===== config.mk =====
export PLATFORM = sky130hd
export DESIGN_NAME = inst_fetch
export DESIGN_NICKNAME = d
export VERILOG_FILES = /design/src/rtl/inst_fetch.sv
export SDC_FILE = /design/constraint.sdc
export NUM_CORES = 1
export LEC_CHECK = 0
export ABC_CLOCK_PERIOD_IN_PS = 6230
export CAP_MARGIN = 15
export CORE_UTILIZATION = 51
export DETAILED_ROUTE_END_ITERATION = 8
export GPL_ROUTABILITY_DRIVEN = 0
export HOLD_SLACK_MARGIN = 0.06
export PLACE_DENSITY = 0.8
export SETUP_SLACK_MARGIN = 0.4
export SYNTH_ARGS = -nofsm -noshare
export SYNTH_HDL_FRONTEND = slang
export SYNTH_SLANG_ARGS = --single-unit

===== constraint.sdc =====
create_clock -name clk -period 6.23 [get_ports clk]
set_clock_uncertainty 0.1 [all_clocks]
set_input_delay 1.246 -clock clk [delete_from_list [all_inputs] [get_ports clk]]
set_output_delay 1.246 -clock clk [all_outputs]
set_load 0.05 [all_outputs]

===== src/rtl/inst_fetch.sv =====
// -----------------------------------------------------------------------------
// inst_fetch : instruction-fetch stage feeding the ID decoder.
//
// Owns the PC and issues word reads to InstMem. The returned instruction and
// its PC are registered toward ID. A single-entry skid buffer absorbs the one
// word that can arrive while ID is stalled. Fetches on the wrong path are
// squashed when a jump/branch redirect arrives.
//
// Ports
//   clk        in   1            rising-edge clock
//   rst        in   1            synchronous, active-high reset
//   romCe      out  1            InstMem request, held until romRdy
//   romAddr    out  ADDR_LENGTH  InstMem word address (bits[1:0] = 0)
//   romRdy     in   1            romData valid this cycle (ignored if !romCe)
//   romData    in   INST_LENGTH  instruction from InstMem
//   stall      in   1            ID cannot accept a new instruction
//   jmpEn      in   1            redirect pulse
//   jmpAddr    in   ADDR_LENGTH  redirect target (bits[1:0] ignored)
//   inst       out  INST_LENGTH  instruction to ID, 0 when not valid
//   instPc     out  ADDR_LENGTH  PC of inst
//   instValid  out  1            inst/instPc hold a live instruction
// -----------------------------------------------------------------------------
module inst_fetch #(
  parameter int                       INST_LENGTH = 32,
  parameter int                       ADDR_LENGTH = 32,
  parameter logic [ADDR_LENGTH-1:0]   RESET_PC    = '0
) (
  input  logic                    clk,
  input  logic                    rst,
  output logic                    romCe,
  output logic [ADDR_LENGTH-1:0]  romAddr,
  input  logic                    romRdy,
  input  logic [INST_LENGTH-1:0]  romData,
  input  logic                    stall,
  input  logic                    jmpEn,
  input  logic [ADDR_LENGTH-1:0]  jmpAddr,
  output logic [INST_LENGTH-1:0]  inst,
  output logic [ADDR_LENGTH-1:0]  instPc,
  output logic                    instValid
);

  localparam logic [1:0] S_IDLE   = 2'd0;
  localparam logic [1:0] S_FETCH  = 2'd1;
  localparam logic [1:0] S_SQUASH = 2'd2;
  localparam logic [1:0] S_HOLD   = 2'd3;

  localparam logic [ADDR_LENGTH-1:0] ALIGN_MASK = ~ADDR_LENGTH'(3);
  localparam logic [ADDR_LENGTH-1:0] PC_INIT    = RESET_PC & ALIGN_MASK;

  logic [1:0]             r_state;
  logic [ADDR_LENGTH-1:0] r_pc;
  logic [ADDR_LENGTH-1:0] r_sq_addr;
  logic                   r_skid_vld;
  logic [INST_LENGTH-1:0] r_skid_inst;
  logic [ADDR_LENGTH-1:0] r_skid_pc;
  logic                   r_inst_vld;
  logic [INST_LENGTH-1:0] r_inst;
  logic [ADDR_LENGTH-1:0] r_inst_pc;

  logic [ADDR_LENGTH-1:0] w_jmp_tgt;
  logic                   w_accept;
  logic                   w_out_free;

  assign w_jmp_tgt  = jmpAddr & ALIGN_MASK;
  // Only a FETCH-state response without a same-cycle redirect is a real
  // instruction; SQUASH responses and anything outside a request are dropped.
  assign w_accept   = (r_state == S_FETCH) && romRdy && !jmpEn;
  assign w_out_free = !r_inst_vld || !stall;

  assign romCe   = (r_state == S_FETCH) || (r_state == S_SQUASH);
  // The abandoned request must keep its address until memory answers it.
  assign romAddr = (r_state == S_SQUASH) ? r_sq_addr : r_pc;

  assign inst      = r_inst;
  assign instPc    = r_inst_pc;
  assign instValid = r_inst_vld;

  // Control: FSM, PC, skid occupancy
  always_ff @(posedge clk) begin
    if (rst) begin
      r_state    <= S_IDLE;
      r_pc       <= PC_INIT;
      r_sq_addr  <= PC_INIT;
      r_skid_vld <= 1'b0;
    end else begin
      case (r_state)
        S_IDLE: begin
          r_state <= S_FETCH;
          if (jmpEn) r_pc <= w_jmp_tgt;
        end
        S_FETCH: begin
          if (jmpEn) begin
            r_pc <= w_jmp_tgt;
            if (!romRdy) begin
              r_sq_addr <= r_pc;
              r_state   <= S_SQUASH;
            end
          end else if (romRdy) begin
            r_pc <= r_pc + ADDR_LENGTH'(4);
            if (!w_out_free) begin
              r_skid_vld <= 1'b1;
              r_state    <= S_HOLD;
            end
          end
        end
        S_SQUASH: begin
          if (jmpEn)  r_pc    <= w_jmp_tgt;
          if (romRdy) r_state <= S_FETCH;
        end
        default: begin // S_HOLD
          if (jmpEn) begin
            r_pc       <= w_jmp_tgt;
            r_skid_vld <= 1'b0;
            r_state    <= S_FETCH;
          end else if (!stall) begin
            r_skid_vld <= 1'b0;
            r_state    <= S_FETCH;
          end
        end
      endcase
    end
  end

  // Skid payload: captured when a word arrives while ID is stalled
  always_ff @(posedge clk) begin
    if (w_accept && !w_out_free) begin
      r_skid_inst <= romData;
      r_skid_pc   <= r_pc;
    end
  end

  // Output register toward ID
  always_ff @(posedge clk) begin
    if (rst) begin
      r_inst_vld <= 1'b0;
      r_inst     <= '0;
      r_inst_pc  <= '0;
    end else if (jmpEn) begin
      r_inst_vld <= 1'b0;
      r_inst     <= '0;
    end else if (stall && r_inst_vld) begin
      r_inst_vld <= r_inst_vld;
    end else if (r_skid_vld) begin
      r_inst_vld <= 1'b1;
      r_inst     <= r_skid_inst;
      r_inst_pc  <= r_skid_pc;
    end else if (w_accept) begin
      r_inst_vld <= 1'b1;
      r_inst     <= romData;
      r_inst_pc  <= r_pc;
    end else begin
      r_inst_vld <= 1'b0;
      r_inst     <= '0;
    end
  end

endmodule


Word-level counts from Yosys, hierarchy flattened

Cells that the tools add are included.

Register bits: 196
Bits of input ports: 69
Output and inout port bits: 98
Logic and storage cells: 71

Add/subtract/negate cells: 1
Equality and inequality tests: 11
Mux-type cells: 25
Bitwise gates (word level): 4
Reductions and logical operators: 21

Operators with widths:

| cell                  | count |
|---|---|
| $mux 32               | 9 |
| $add 32x3->32 const B | 1 |
| $mux 2                | 7 |
| $reduce_and 5->1      | 2 |
| $ne 3x3->1 const B    | 3 |
| $ne 2x2->1 const B    | 4 |
| $mux 1                | 7 |
| $pmux 2 s3            | 1 |
| $reduce_and 3->1      | 2 |
| $reduce_bool 2->1     | 3 |
| $ne 5x1->1 const B    | 1 |
| $logic_and 1x1->1     | 4 |
| $logic_not 1->1       | 4 |
| $not 1->1             | 4 |
| $reduce_or 2->1       | 2 |
| $ne 3x1->1 const B    | 1 |
| $eq 2x1->1 const B    | 1 |
| $eq 2x2->1 const B    | 1 |
| $logic_not 2->1       | 1 |
| $logic_or 1x1->1      | 2 |
| $pmux 1 s2            | 1 |
| $reduce_and 2->1      | 1 |

Longest topological paths before layout

Gate-level depths: netlist of the first run.

Depth after elaboration: 6
Gate-level depth with buffers: 8
Mapped depth without buffers: 6

Worst setup path before layout of the first run

No wires, ideal clock.

Path type: input to register
Start: input port jmpEn
End: register r_skid_inst[0] (enable)
Setup time: 0.484 ns
Arrival: 4.298 ns
Required time: 5.646 ns
Setup slack: 1.348 ns
Stages on the path: 3
Path buffers: 1
Cell sequence: clkbuf_1 > nand4b_1 > nor2_1

Word-level cells in the longest chain between the ends: 3

RTL lines:

| element              | line | RTL |
|---|---|---|
| from (decl)          | 35   | `input logic jmpEn,` |
| $logic_not 1->1      | 67   | `assign w_accept = (r_state == S_FETCH) && romRdy && !jmpEn;` |
| $logic_and 1x1->1    | 67   |  |
| $logic_and 1x1->1    | 126  | `if (w_accept && !w_out_free) begin` |
| to (signal assigned) | 127  | `r_skid_inst <= romData;` |
| to (decl)            | 54   | `logic [INST_LENGTH-1:0] r_skid_inst;` |

Every way passes these cells.
A chain may end at the register's enable or synchronous reset.

Worst setup path after layout of the first run

Start: register r_state[0]
End: output port romAddr[21]

Word-level cells in the longest chain between the ends: 2

RTL lines:

| element                | line | RTL |
|---|---|---|
| from (decl)            | 50   | `logic [1:0] r_state;` |
| from (signal assigned) | 81   | `r_state <= S_IDLE;` |
| from (signal assigned) | 88   | `r_state <= S_FETCH;` |
| from (signal assigned) | 96   | `r_state <= S_SQUASH;` |
| $eq 2x2->1             | 72   | `assign romAddr = (r_state == S_SQUASH) ? r_sq_addr : r_pc;` |
| $mux 32                | 72   |  |
| to (decl)              | 31   | `output logic [ADDR_LENGTH-1:0] romAddr,` |

Every way passes these cells.

==> results.md, run 1 <==
- Counting flops with an async set or reset pin after synthesis yields a share of 0.
- The clock passes through at most 2 buffers.
- In the finished design, the share of the clock period the worst path needs comes to 0.610.
- Entering global routing, the biggest net connects slightly above 60 pins.
- In this run the worst path has a maximum fanout of 37.
- Setup repair after global routing left no endpoint under its margin.
- In this run the post-CTS setup repair buffer count came out at 0.
- At the placement stage, the worst setup path has a slack of 2.17 ns.
- From bottom edge to top edge, the die measures 127 um.
- The clock tree from TritonCTS is built.
- The hold violation total from the final report is 0.
- In this run the power density over the cells is 282 mW/mm^2.
- The required time at the worst-slack endpoint is between 4 and 5 ns.
- The synthesized netlist contains 55 unique library cells.
- For this run, the detailed router's first-pass iteration total came to 5.
- The total length of routed wires is ~19000 um.
- The DRC violation count after routing is 0.
- After layout, the worst setup slack is around 2.4 ns.
- The initial utilization of the core area, before any placement, comes to 0.523.
- The leading register cell type out of synthesis is sky130_fd_sc_hd__dfxtp_1.
- The number of antenna diodes in the final layout is 0.
- The type of the tightest min-delay check is reg2reg.
- The aggregate global routing overflow is 0.
- The run finished with clean final reports.
- The library cell with the highest instance count after synthesis is sky130_fd_sc_hd__dfxtp_1.
- The horizontal die dimension is 127 um.
- The share of Yosys cell area claimed by the top area cell type is 0.317.
- The achievable clock frequency is ~260 MHz.
- The worst pin sits at a relative slew slack of 0.455.
- The site row count is 45.
- Once detail routing completed, the nets flagged for antenna violations numbered 0.
- The core outline area is roughly 0.015 mm^2.
- Subtracting the final worst setup slack from the clock period gives 3.80 ns.
- The number of hold-repair buffers added at the cts stage is 0.
- The library cell occupying the most area in the post-synthesis netlist is sky130_fd_sc_hd__dfxtp_1.
- The number of max-cap violations is 0.
- After the last flow step, the layout net total stands at just under 1000.
- The actual slew at the worst max-slew pin is 0.810 ns.
- The ratio of routed vias to standard cells is 5.87.
- The number of I/O port buffers is 160.
- The final setup violation count is 0.
- The number of flops mapped to enable cells by yosys is 62.
- In this run the cell area of the synthesized design comes to approximately 0.0080 mm^2.
- The share of the Yosys chip area taken by registers is 0.551.
- The wire length of the first global-routing pass is 31000 um.
- The max-slew violation count is 0.
- Counting the buffers created by CTS gives 17.
- Once the clock tree was built, the resizer swapped 0 gates to a different size.
- The wire length per cell after detailed routing is 17.4 um.
- The number of top-level pins is ~170.
- The average instance in the mapped netlist occupies between 10 and 15 um^2.
- The detailed placer's ending HPWL is ~13000 um.
- CTS built an H-tree with a depth of 4.
- The synthesized design contains 188 register bits.
- The latest clock arrival within the worst-skew pair is approximately 0.43 ns.
- The total leakage power is 3.34 nW.
- Ranked by total cell area, the synthesized netlist is headed by sky130_fd_sc_hd__dfxtp_1, sky130_fd_sc_hd__edfxtp_1, sky130_fd_sc_hd__nor2_1.
- The detailed router finished its first iteration with 482 violations.
- The full die area is between 0.015 and 0.02 mm^2.
- The clock transition at the registers of the reported paths is 0.06 ns.
- The power after layout is 2.86 mW.
- The via count of the first global-routing pass is a little under 6000.
- The sort of element at the end of the critical path is an output pin.
- The cell sitting at the root of the clock tree is a sky130_fd_sc_hd__clkbuf_16.
- Synthesis produced approximately 800 cells.
- The area growth from synthesis to layout is 27.8%.
- The initial antenna violation count is 0.
- The commonest cells after synthesis are sky130_fd_sc_hd__dfxtp_1, sky130_fd_sc_hd__nor2_1, sky130_fd_sc_hd__nand2_1.
- After routing, the total negative slack on setup checks comes to 0 ns.
- The worst setup path is of the reg2out kind.
- CTS saw 188 sinks.
- Across the VDD grid, the largest voltage drop is 0.229 mV.
- For this run, the number of Yosys warnings is 0.
- The layout cell share with drive strength beyond 1 is 0.0886.
- The worst setup path is launched from a register.
- The arrival time at the worst endpoint is 2.46 ns.
- For this run, the total global-route usage over all layers was measured as 0.244.
- Summing over every cut layer, the via total after detailed routing is 6536.
-- cells by family (layout without fill, tap and decap cells) --
| logic type | count (synthesis) | after routing | share of synthesized area |
|---|---|---|---|
| other cells | 1 | 4 | 0.000472 |
| xor+xnor | 10 | 10 | 0.0110 |
| buf+inv | 91 | 218 | 0.0466 |
| flops | 188 | 188 | 0.551 |
| fa+ha+maj | 4 | 4 | 0.00630 |
| compound gates | 158 | 158 | 0.142 |
| simple gates | 285 | 285 | 0.166 |
| mux | 58 | 58 | 0.0770 |
-- sequential cells by signal, indices dropped and copies added, names as in the netlist --
signal       cells
r_skid_inst     32
instValid        1
r_skid_pc       30
r_state          2
r_skid_vld       1
r_sq_addr       30
inst            32
instPc          30
r_pc            30
-- worst paths after layout --
kind / slack [ns] / start / end / cells after the start
worst max register to register: 3.32 / r_state[1] / r_pc[25] / 6
worst max-delay path: 2.43 / r_state[0] / romAddr[21] / 5
worst min-delay path: 0.35 / r_sq_addr[11] / r_sq_addr[11] / 2
worst min register to register: 0.35 / r_sq_addr[11] / r_sq_addr[11] / 2
-- power breakdown --
part | switching [mW] | internal (mW)
registers | 0.0491 | 1.31
clock network | 0.450 | 0.587
logic | 0.295 | 0.178
total | 0.794 | 2.07
-- placed cells by master, fill, tap and decap left out, types with 25 or more instances in the layout --
cell	synthesis	layout
sky130_fd_sc_hd__mux2i_1	33	33
sky130_fd_sc_hd__dfxtp_1	126	125
sky130_fd_sc_hd__clkdlybuf4s50_1	0	159
sky130_fd_sc_hd__edfxtp_1	62	62
sky130_fd_sc_hd__nand2_1	86	86
sky130_fd_sc_hd__a221oi_1	35	35
sky130_fd_sc_hd__a211oi_1	41	41
sky130_fd_sc_hd__nor2_1	92	89
sky130_fd_sc_hd__mux2_2	25	25
sky130_fd_sc_hd__a21oi_1	39	39
sky130_fd_sc_hd__nor3_1	42	41
-- final cells by class --
cell class              count  area, um^2
fillers                  1197        5040
flip-flops and latches    188        4390
multi-input cells         519        3220
repair buffers            173        1710
clock buffers              19         433
well taps                 188         235
clock inverters            12         121
inverters                  14        52.6
-- per-stage QoR --
| step | std cells | util | hold slack [ns] | cell area [um^2] |
|---|---|---|---|---|
| floorplan | 798 | - | 0.303 | 7960 |
| global route | 1113 | 0.669 | 0.371 | 10200 |
| finish | 1113 | 0.669 | 0.352 | 10200 |
| detailed placement | 1080 | 0.630 | 0.347 | 9580 |
| global placement | 1080 | 0.630 | 0.338 | 9580 |
| CTS | 1111 | 0.666 | 0.355 | 10100 |
-- layer usage --
metal  part of all wire  wire [um]  global-route usage  vias up
met5                  0          0                   0        -
met4              0.013        249              0.0728        0
met3              0.069       1330              0.0418       18
met2               0.47       9060               0.396      277
met1               0.45       8700               0.334     3103
li1                   -          -                   -     3138
-- critical path: stages, from the launching register on --
cell                              delay [ns]
sky130_fd_sc_hd__dfxtp_1                0.32
sky130_fd_sc_hd__inv_1                  0.08
sky130_fd_sc_hd__ha_1                   0.14
sky130_fd_sc_hd__buf_4                  0.37
sky130_fd_sc_hd__mux2_2                 0.40
sky130_fd_sc_hd__clkdlybuf4s50_1        0.70
(Power assumes the default switching activity.)
==> run 2: changes to the inputs <==
- ABC_CLOCK_PERIOD_IN_PS: 6230 -> 3800
- clock period: 6.23 -> 3.8 ns (I/O delays scaled with it)
==> run 2 against run 1 <==
  * Clock-buffer cell count grew 5
  * Die area is the same
  * Routed wire length grew 3.5%
  * Cell count grew 1.2%
  * Core utilization grew 0.42 points
  * Critical path type unchanged
  * Critical endpoint is now romAddr[4]
  * Largest cell class unchanged
  * Largest power group unchanged
==> results.md, run 2 (synthesis gave the netlist of run 1 again) <==
- The flow ran to the end, and the final reports show no timing, DRC or antenna violations.
- The layout net count is roughly 1000.
- For this configuration, the core starts out at a cell density of 0.523.
- The H-tree depth is 4.
- The initialized floorplan defines 45 standard-cell rows.
- The sort of element at the end of the critical path is an output pin.
- Buffers added to address setup during post-CTS repair amount to 0.
- The core outline area is 0.0152 mm^2.
- The clock transition at the registers of the reported paths is around 0.070 ns.
- Input and output buffers added on the ports amount to 160.
- The number of max-cap violations is 0.
- The achievable clock frequency is 310 MHz.
- For the worst setup path, the data required time is slightly below 3 ns.
- Clock tree synthesis found a total of ~190 sinks.
- The worst slack at placement is 0.603 ns.
- The max-slew violation count is 0.
- The number of top-level pins is 167.
- In the final layout, the share of cells above drive strength 1 is 0.123.
- The worst-case IR drop observed on VDD is just under 0.3 mV.
- The number of antenna-violating nets in the routed design is 0.
- The buffer cell driving the clock tree root is sky130_fd_sc_hd__clkbuf_16.
- The area growth from synthesis to layout is 28.6%.
- Setup violations remaining at the end of the flow were counted as 0.
- Dividing the detail-routed via count by the number of cells gives 5.88.
- The number of DRC markers in iteration 0 is 505.
- The type of the setup path with the least slack is reg2out.
- Summed over all failing endpoints, the final setup total negative slack is 0 ns.
- STA classifies the critical path startpoint as a register.
- The full die area is 0.0161 mm^2.
- In the final layout, the multi-input gates occupy 0.00324 mm^2.
- Setup repair after global routing left no endpoint under its margin.
- In the layout the commonest cells are sky130_fd_sc_hd__clkdlybuf4s50_1, sky130_fd_sc_hd__dfxtp_1, sky130_fd_sc_hd__nor2_1.
- Measured along the x axis, the die boundary spans 127 um.
- TritonCTS built the clock tree.
- The number of antenna diodes in the final layout is 0.
- The hold violation total from the final report is 0.
- Entering global routing, the biggest net connects 61 pins.
- The count of filler cells inserted in the layout is 1202.
- Of all nets on the critical path, the largest fanout is 18.
- The initial antenna violation count was 0.
- Walking the worst path, the cells encountered are inv_1, ha_4, buf_4, mux2_2, clkdlybuf4s50_1.
- The delay of the slowest critical-path stage is 0.70 ns.
- Buffers inserted to repair hold after CTS numbered 0.
- The number of gates resized after cts is 4.
- The latest clock arrival within the worst-skew pair is 0.42 ns.
- The detailed placer's ending HPWL is 13200 um.
- For the pin with the worst max-slew slack, the measured transition is 0.780 ns.
- The share of the clock period used by the worst path after layout is 0.848.
- For this run the aggregate overflow at the end of global routing stands at 0.
- At the end of the flow the core is filled with cells to 0.673.
- The power after layout is around 4.7 mW.
- The type of the tightest min-delay check is reg2reg.
- For the worst setup path, the data arrival time is 2.36 ns.
- The first global-routing pass estimated around 32000 um of wire.
- Summing over every cut layer, the via total after detailed routing is 6625.
- The total length of routed wires is 20000 um.
- The die is 127 um tall.
- The library cell used most frequently in the layout, excluding fill and tap cells, is sky130_fd_sc_hd__clkdlybuf4s50_1.
- In this run the tightest slew margin relative to its limit is 0.475.
- For the finished layout, the period the worst path requires is 3.22 ns.
- After detailed routing, the average wire length per cell comes to ~18 um.
- The highest-delay cell along the critical path is sky130_fd_sc_hd__clkdlybuf4s50_1.
- The total CTS buffers is 17.
- The count of TritonRoute iterations in the first routing pass is 5.
- Power spread over the standard cell area amounts to 457 mW/mm^2.
- The area occupied by registers is 0.00439 mm^2.
- Across every metal layer, demand over resource in global routing totals 0.252.
- Summed over all cells, the static leakage comes to 3.45 nW.
- The longest clock path from root to sink contains 2 buffers.
- The DRC violation count after routing is 0.
- The non-filler instance count after layout is 1126.
- The worst-case setup margin in the final layout is 0.577 ns.
- Once placement completed, the tool counted placed cells totaling about 1100.
- The via count of the first global-routing pass is 6102.
[run 2: metrics by stage]
step | instance area [um^2] | hold slack, ns
CTS | 10200 | 0.355
floorplan | 7960 | 0.303
global route | 10200 | 0.381
global placement | 9660 | 0.338
finish | 10200 | 0.355
detailed placement | 9660 | 0.347
[run 2: layout make-up]
| class | count | area share |
|---|---|---|
| sequential | 188 | 0.429 |
| multi-input combinational | 519 | 0.316 |
| timing repair buffer | 185 | 0.172 |
| clock buffer | 24 | 0.0481 |
| tap | 188 | 0.0230 |
| clock inverter | 8 | 0.00612 |
| inverter | 14 | 0.00514 |
[run 2: critical path, delay by kind of cell (launching register included)]
kind                       cells  cell delay (ns)
buffers and inverters          3             1.00
muxes                          1             0.32
DFF                            1             0.33
adders and majority gates      1             0.30
[run 2: power by group]
group	total, mW	switching (mW)	internal (mW)
sequential	2.22	0.0830	2.14
combinational	0.796	0.495	0.301
clock	1.66	0.748	0.910
total	4.68	1.33	3.35
[run 2: path summary, 6_finish.rpt]
kind / start / to / slack [ns] / cells after the start
worst max register to register: r_state[1] / r_pc[30] / 1.01 / 6
worst min register to register: r_sq_addr[14] / r_sq_addr[14] / 0.35 / 2
worst max-delay path: r_state[0] / romAddr[4] / 0.58 / 5
worst min-delay path: r_sq_addr[14] / r_sq_addr[14] / 0.35 / 2
[run 2: per-layer routing]
| layer | vias to the layer above | track usage | share of wire |
|---|---|---|---|
| met2 | 276 | 0.406 | 0.47 |
| met3 | 25 | 0.0536 | 0.075 |
| met1 | 3170 | 0.339 | 0.44 |
| met5 | - | 0 | 0 |
| met4 | 0 | 0.0791 | 0.014 |
| li1 | 3154 | - | - |
